===== src/rtl/ram_arbiter_if.sv =====
// ram_arbiter_if: bundles both requester ports, the completion/status outputs
// and the single-port RAM side of the arbiter.
// slave  = arbiter side, master = requesters + RAM side.
interface ram_arbiter_if;
    logic        cpu_req;
    logic        cpu_we;
    logic [7:0]  cpu_addr;
    logic [15:0] cpu_wdata;
    logic        ld_req;
    logic        ld_we;
    logic [7:0]  ld_addr;
    logic [15:0] ld_wdata;
    logic        cpu_ack;
    logic        ld_ack;
    logic [15:0] rdata;
    logic        ram_we;
    logic [7:0]  ram_addr;
    logic [15:0] ram_din;
    logic [15:0] ram_dout;
    logic        busy;
    logic        grant_ld;

    modport slave (
        input  cpu_req, cpu_we, cpu_addr, cpu_wdata,
        input  ld_req, ld_we, ld_addr, ld_wdata,
        input  ram_dout,
        output cpu_ack, ld_ack, rdata,
        output ram_we, ram_addr, ram_din,
        output busy, grant_ld
    );

    modport master (
        output cpu_req, cpu_we, cpu_addr, cpu_wdata,
        output ld_req, ld_we, ld_addr, ld_wdata,
        output ram_dout,
        input  cpu_ack, ld_ack, rdata,
        input  ram_we, ram_addr, ram_din,
        input  busy, grant_ld
    );
endinterface


===== src/rtl/ram_arbiter.sv =====
// ram_arbiter: two-port (CPU, loader) arbiter in front of a synchronous
// single-port RAM with 1-cycle read latency. Each access walks
// IDLE -> ACCESS -> CAPTURE -> DONE, so one access completes every 4 cycles.
// Optional macro ARB_RR_EN: round-robin tie-break instead of fixed CPU priority.
module ram_arbiter (
    input  logic          clk,
    input  logic          rst_n,
    ram_arbiter_if.slave  bus
);

    typedef enum logic [1:0] {
        IDLE    = 2'd0,
        ACCESS  = 2'd1,
        CAPTURE = 2'd2,
        DONE    = 2'd3
    } state_e;

    state_e      state_q, state_d;
    logic        ram_we_q, ram_we_d;
    logic [7:0]  ram_addr_q, ram_addr_d;
    logic [15:0] ram_din_q, ram_din_d;
    logic [15:0] rdata_q, rdata_d;
    logic        cpu_ack_q, cpu_ack_d;
    logic        ld_ack_q, ld_ack_d;
    logic        grant_ld_q, grant_ld_d;
    // Write flag of the granted access; ram_we itself drops after ACCESS.
    logic        wr_q, wr_d;
    logic        pick_ld;

`ifdef ARB_RR_EN
    // 1 = loader wins the next tie (it was not granted last); resets to CPU.
    logic        prio_ld_q, prio_ld_d;

    // Round-robin winner select: on a tie, the port not granted last wins
    always_comb pick_ld = bus.ld_req && (!bus.cpu_req || prio_ld_q);

    // Track which port gets the next tie
    always_comb begin
        prio_ld_d = prio_ld_q;
        if (state_q == IDLE && (bus.cpu_req || bus.ld_req))
            prio_ld_d = !pick_ld;
    end

    // Round-robin priority register
    always_ff @(posedge clk or negedge rst_n) begin
        if (!rst_n) prio_ld_q <= 1'b0;
        else        prio_ld_q <= prio_ld_d;
    end
`else
    // Fixed-priority winner select: CPU beats loader
    always_comb pick_ld = bus.ld_req && !bus.cpu_req;
`endif

    // Next-state and registered-output logic of the access sequencer
    always_comb begin
        state_d    = state_q;
        ram_we_d   = ram_we_q;
        ram_addr_d = ram_addr_q;
        ram_din_d  = ram_din_q;
        rdata_d    = rdata_q;
        cpu_ack_d  = 1'b0;
        ld_ack_d   = 1'b0;
        grant_ld_d = grant_ld_q;
        wr_d       = wr_q;
        case (state_q)
            IDLE: begin
                if (bus.cpu_req || bus.ld_req) begin
                    grant_ld_d = pick_ld;
                    ram_addr_d = pick_ld ? bus.ld_addr  : bus.cpu_addr;
                    ram_din_d  = pick_ld ? bus.ld_wdata : bus.cpu_wdata;
                    ram_we_d   = pick_ld ? bus.ld_we    : bus.cpu_we;
                    wr_d       = pick_ld ? bus.ld_we    : bus.cpu_we;
                    state_d    = ACCESS;
                end
            end
            ACCESS: begin
                // RAM samples addr/we at the end of this cycle
                ram_we_d = 1'b0;
                state_d  = CAPTURE;
            end
            CAPTURE: begin
                if (!wr_q) rdata_d = bus.ram_dout;
                cpu_ack_d = !grant_ld_q;
                ld_ack_d  = grant_ld_q;
                state_d   = DONE;
            end
            DONE: begin
                state_d = IDLE;
            end
            default: state_d = IDLE;
        endcase
    end

    // State and output registers; reset clears everything including ram_we
    always_ff @(posedge clk or negedge rst_n) begin
        if (!rst_n) begin
            state_q    <= IDLE;
            ram_we_q   <= 1'b0;
            ram_addr_q <= 8'h00;
            ram_din_q  <= 16'h0000;
            rdata_q    <= 16'h0000;
            cpu_ack_q  <= 1'b0;
            ld_ack_q   <= 1'b0;
            grant_ld_q <= 1'b0;
            wr_q       <= 1'b0;
        end else begin
            state_q    <= state_d;
            ram_we_q   <= ram_we_d;
            ram_addr_q <= ram_addr_d;
            ram_din_q  <= ram_din_d;
            rdata_q    <= rdata_d;
            cpu_ack_q  <= cpu_ack_d;
            ld_ack_q   <= ld_ack_d;
            grant_ld_q <= grant_ld_d;
            wr_q       <= wr_d;
        end
    end

    assign bus.ram_we   = ram_we_q;
    assign bus.ram_addr = ram_addr_q;
    assign bus.ram_din  = ram_din_q;
    assign bus.rdata    = rdata_q;
    assign bus.cpu_ack  = cpu_ack_q;
    assign bus.ld_ack   = ld_ack_q;
    assign bus.grant_ld = grant_ld_q;
    assign bus.busy     = (state_q != IDLE);

endmodule

===== src/flat_wrapper.sv =====
// flat-port wrapper written by rule: the top's interface ports become plain ports
module ram_arbiter_flat 
  (clk, rst_n, bus_cpu_req, bus_cpu_we, bus_cpu_addr, bus_cpu_wdata, bus_ld_req, bus_ld_we, bus_ld_addr, bus_ld_wdata, bus_ram_dout, bus_cpu_ack, bus_ld_ack, bus_rdata, bus_ram_we, bus_ram_addr, bus_ram_din, bus_busy, bus_grant_ld);
  ram_arbiter_if bus_i ();
  input  logic clk;
  input  logic rst_n;
  input wire logic [$bits(bus_i.cpu_req)-1:0] bus_cpu_req;
  input wire logic [$bits(bus_i.cpu_we)-1:0] bus_cpu_we;
  input wire logic [$bits(bus_i.cpu_addr)-1:0] bus_cpu_addr;
  input wire logic [$bits(bus_i.cpu_wdata)-1:0] bus_cpu_wdata;
  input wire logic [$bits(bus_i.ld_req)-1:0] bus_ld_req;
  input wire logic [$bits(bus_i.ld_we)-1:0] bus_ld_we;
  input wire logic [$bits(bus_i.ld_addr)-1:0] bus_ld_addr;
  input wire logic [$bits(bus_i.ld_wdata)-1:0] bus_ld_wdata;
  input wire logic [$bits(bus_i.ram_dout)-1:0] bus_ram_dout;
  output wire logic [$bits(bus_i.cpu_ack)-1:0] bus_cpu_ack;
  output wire logic [$bits(bus_i.ld_ack)-1:0] bus_ld_ack;
  output wire logic [$bits(bus_i.rdata)-1:0] bus_rdata;
  output wire logic [$bits(bus_i.ram_we)-1:0] bus_ram_we;
  output wire logic [$bits(bus_i.ram_addr)-1:0] bus_ram_addr;
  output wire logic [$bits(bus_i.ram_din)-1:0] bus_ram_din;
  output wire logic [$bits(bus_i.busy)-1:0] bus_busy;
  output wire logic [$bits(bus_i.grant_ld)-1:0] bus_grant_ld;
  assign bus_i.cpu_req = bus_cpu_req;
  assign bus_i.cpu_we = bus_cpu_we;
  assign bus_i.cpu_addr = bus_cpu_addr;
  assign bus_i.cpu_wdata = bus_cpu_wdata;
  assign bus_i.ld_req = bus_ld_req;
  assign bus_i.ld_we = bus_ld_we;
  assign bus_i.ld_addr = bus_ld_addr;
  assign bus_i.ld_wdata = bus_ld_wdata;
  assign bus_i.ram_dout = bus_ram_dout;
  assign bus_cpu_ack = bus_i.cpu_ack;
  assign bus_ld_ack = bus_i.ld_ack;
  assign bus_rdata = bus_i.rdata;
  assign bus_ram_we = bus_i.ram_we;
  assign bus_ram_addr = bus_i.ram_addr;
  assign bus_ram_din = bus_i.ram_din;
  assign bus_busy = bus_i.busy;
  assign bus_grant_ld = bus_i.grant_ld;
  ram_arbiter u_core (.clk(clk), .rst_n(rst_n), .bus(bus_i));
endmodule

===== config.mk =====
export PLATFORM = sky130hd
export DESIGN_NAME = ram_arbiter_flat
export DESIGN_NICKNAME = d
export VERILOG_FILES = /design/src/rtl/ram_arbiter_if.sv /design/src/rtl/ram_arbiter.sv /design/src/flat_wrapper.sv
export SDC_FILE = /design/constraint.sdc
export NUM_CORES = 1
export LEC_CHECK = 0
export CORE_MARGIN = 3
export CORE_UTILIZATION = 29
export CTS_CLUSTER_DIAMETER = 50
export DETAILED_ROUTE_END_ITERATION = 6
export GPL_ROUTABILITY_DRIVEN = 1
export PLACE_DENSITY = 0.66
export SYNTH_ARGS = -nofsm -noshare
export SYNTH_HDL_FRONTEND = slang
export SYNTH_SLANG_ARGS = --single-unit

===== constraint.sdc =====
create_clock -name clk -period 2.2 [get_ports clk]
set_clock_uncertainty 0.2 [all_clocks]
set_input_delay 0.44 -clock clk [delete_from_list [all_inputs] [get_ports clk]]
set_output_delay 0.44 -clock clk [all_outputs]
set_load 0.02 [all_outputs]

==> flow_metrics.py <==
metrics = {
    "floorplanning": {
        "ios": 115,
        "core-area_sq_mm": 0.00687,
        "dieArea_sq_mm": 0.00819,
        "initial_core_util": 0.301,
        "die_h_um": 90.5,
        "floorplan.die.width_um": 90.5,
        "rows": 30,
    },
    "routing": {
        "post_drt_wl_per_cell_um": 12.6,
        "drt_wl_total_um": 4860,
        "dr_total_vias": 1648,
        "drc": 0,
        "drt_iter0_markers": 26,
        "vias_per_cell": 4.27,
        "dr.pass1.iters": 4,
        "ant_nets": 0,
    },
    "critical_path": {
        "reg2reg_depth": 5,
        "worstPathRequired_ns": 1.56,
        "path_max_fanout": 3,
        "endpoint_kind": "primary output",
        "endpoint": "bus_busy",
        "critical_path_class": "reg -> out",
        "worst-r2r-setup-slack_ns": 0.44,
        "critical_path_arrival_ns": 1.38,
        "r2r-start": "u_core.state_q[0]",
        "rr_endpoint": "u_core.bus.rdata[15]",
        "crit_path_start_kind": "flip-flop",
        "crit_start": "u_core.state_q[0]",
    },
    "synth": {
        "synth_largest_area_cell": "dfrtp_1",
        "synth_edf_count": 0,
        "synth_area_per_cell_sq_um": 12.1,
        "synth.distinct_cells": 23,
        "synth.cells.most_frequent": "dfrtp_1, nand2_1, mux2i_1, o21ai_1, mux2_2",
        "yosysSeqAreaShare": 0.568,
        "yosysTopAreaCellShare": 0.568,
        "synthesis.nets": 244,
        "synth_warnings": 0,
        "ys_async_sr_fraction": 1.00,
        "syn_area_sq_mm": 0.00207,
        "synthTopCellsByArea": "dfrtp_1, mux2i_1, mux2_2, o21ai_1, nand2_1",
        "synthCells": 171,
        "synth-main-ff-cell": "dfrtp_1",
        "synth-seq-cells": 47,
        "synth_most_common_cell": "dfrtp_1",
    },
    "placement": {
        "dp_hpwl_um": 3880,
        "placedCellCount": 377,
        "gp_congestion": 0.746,
        "dpl_cell_area_sq_mm": 0.00333,
        "io_buffers": 114,
    },
    "power": {
        "seqPwrFrac": 0.326,
        "p_sw_uw": 1650,
        "clkPwrFrac": 0.159,
        "p_per_area_mw_per_mm2": 1340,
        "combPwrFrac": 0.515,
        "p_leak_uw": 0.00156,
        "p_int_uw": 2980,
        "ir_drop_v": 0.000534,
        "swShare": 0.356,
    },
    "run_status": {
        "status": "finished, final reports clean",
    },
    "timing": {
        "relSlewSlack": 0.638,
        "finalSetupTns_ns": 0,
        "finalCritPeriodShare": 0.917,
        "whs_ns": 0.282,
        "worst_pin_slew_ns": 0.543,
        "setup_viol": 0,
        "fmax_mhz": 496,
        "finalMaxSlewViolations": 0,
        "rsz0062_at_grt": "false",
        "hold_viol": 0,
        "period_needed_ns": 2.02,
    },
    "global_routing": {
        "grt_pass1_vias": 1614,
        "antenna_found_initial": 0,
        "track_usage": 0.121,
        "grt_pass1_wl_um": 8100,
        "overflow": 0,
        "grt_max_degree": 35,
    },
    "clocking": {
        "cts_made_buffers": 5,
        "path_clk_slew_ns": 0.09,
        "h-tree-depth": 2,
        "clk_latency_ns": 0.29,
        "root_buffer": "clkbuf_8",
        "clockBufferDepth": 2,
        "cts.sinks": 47,
        "cts_tree": "yes",
    },
    "cells_and_area": {
        "stdcell_count": 386,
        "nNetsFinal": 362,
        "final_util": 0.505,
        "regArea_sq_mm": 0.00118,
        "fin_area_sq_mm": 0.00347,
        "fillCellCount": 641,
        "drive_above_1_share": 0.121,
        "num_antenna_cells": 0,
        "area_growth_syn_to_layout_pct": 67.7,
        "multi_input_area_sq_um": 793,
    },
    "run": {
        "drv_cap": 0,
    },
    "hold_path": {
        "hp-class": "reg -> reg",
    },
}
==> worst min-delay path by stage <==
stage                               start               endpoint  slack, ns  cells past startpoint
floorplan                           rst_n     u_core.bus.cpu_ack      -0.06                      0
detailed placement                  rst_n     u_core.bus.cpu_ack       0.27                      1
global placement                    rst_n      u_core.state_q[1]       0.26                      1
finish              u_core.bus.ram_din[9]  u_core.bus.ram_din[9]       0.28                      2
global route          u_core.bus.grant_ld     u_core.bus.cpu_ack       0.32                      1
CTS                 u_core.bus.ram_din[9]  u_core.bus.ram_din[9]       0.29                      2
==> registers in the layout (all words and copies together), names as in the netlist <==
register,flops
u_core.bus.ram_we,1
u_core.bus.rdata,16
u_core.bus.ram_din,16
u_core.bus.grant_ld,1
u_core.state_q,2
u_core.wr_q,1
u_core.bus.cpu_ack,1
u_core.bus.ld_ack,1
u_core.bus.ram_addr,8
==> per-layer routing <==
layer / routed length [um] / track usage / up-vias
met2: 2320 / 0.199 / 63
met4: 47 / 0.0306 / 0
met1: 2170 / 0.152 / 761
met3: 323 / 0.0392 / 5
li1: - / - / 819
met5: 0 / 0 / -
==> per-stage QoR <==
step,setup WS (ns),total power (uW)
2_1_floorplan,0.495,2790
3_3_place_gp,0.238,3930
3_5_place_dp,0.204,3970
4_1_cts,0.144,4720
5_1_grt,0.0675,4960
6_report,0.184,4640
==> worst max-delay path, stage by stage (launching register included) <==
cell	delay [ns]
dfrtp_1	0.36
inv_1	0.08
ha_1	0.21
inv_1	0.09
dlygate4sd2_1	0.35
==> placed cells by master (no fill, tap or decap), types with 3 or more instances in the layout <==
cell type | synthesis | routed
clkdlybuf4s50_1 | 0 | 112
dfrtp_1 | 47 | 47
nand2_1 | 26 | 26
mux2i_1 | 24 | 24
o21ai_1 | 20 | 20
mux2_2 | 17 | 17
o21ai_0 | 5 | 5
clkbuf_8 | 0 | 5
buf_4 | 1 | 4
inv_1 | 3 | 3
a21oi_1 | 3 | 3
ha_1 | 3 | 3
buf_12 | 2 | 3
==> layout make-up <==
type                            instances  area share
Inverter                                3     0.00324
Tap cell                               96      0.0346
Clock inverter                          3      0.0195
Multi-Input combinational cell        110       0.228
Clock buffer                            5      0.0198
Sequential cell                        47       0.339
Timing Repair Buffer                  122       0.356
==> power by group through the flow <==
stage               clock (uW)  combinational [uW]  sequential, uW
floorplan                    0                 780            2010
global placement             0                2410            1520
detailed placement           0                2430            1540
CTS                        770                2430            1520
global route               804                2580            1580
finish                     739                2390            1510
==> timing repair <==
action                                 4_1_cts  5_1_grt
endpoints found under the hold margin       22        0
setup endpoints to repair                    1        0
buffers inserted                             0        0
hold buffers                                 1        0
gates resized for setup                      1        0
==> cells by family (layout without fill, tap and decap cells) <==
group / after synthesis / count (layout) / share of synthesized area
AOI/OAI and AO/OA: 32 / 32 / 0.0816
adders and majority gates: 3 / 3 / 0.0181
buffers and inverters: 14 / 133 / 0.0526
DFF: 47 / 47 / 0.568
muxes: 41 / 41 / 0.208
and+or+nand+nor: 34 / 34 / 0.0713
Note: power is estimated with default switching activity, not from simulation.
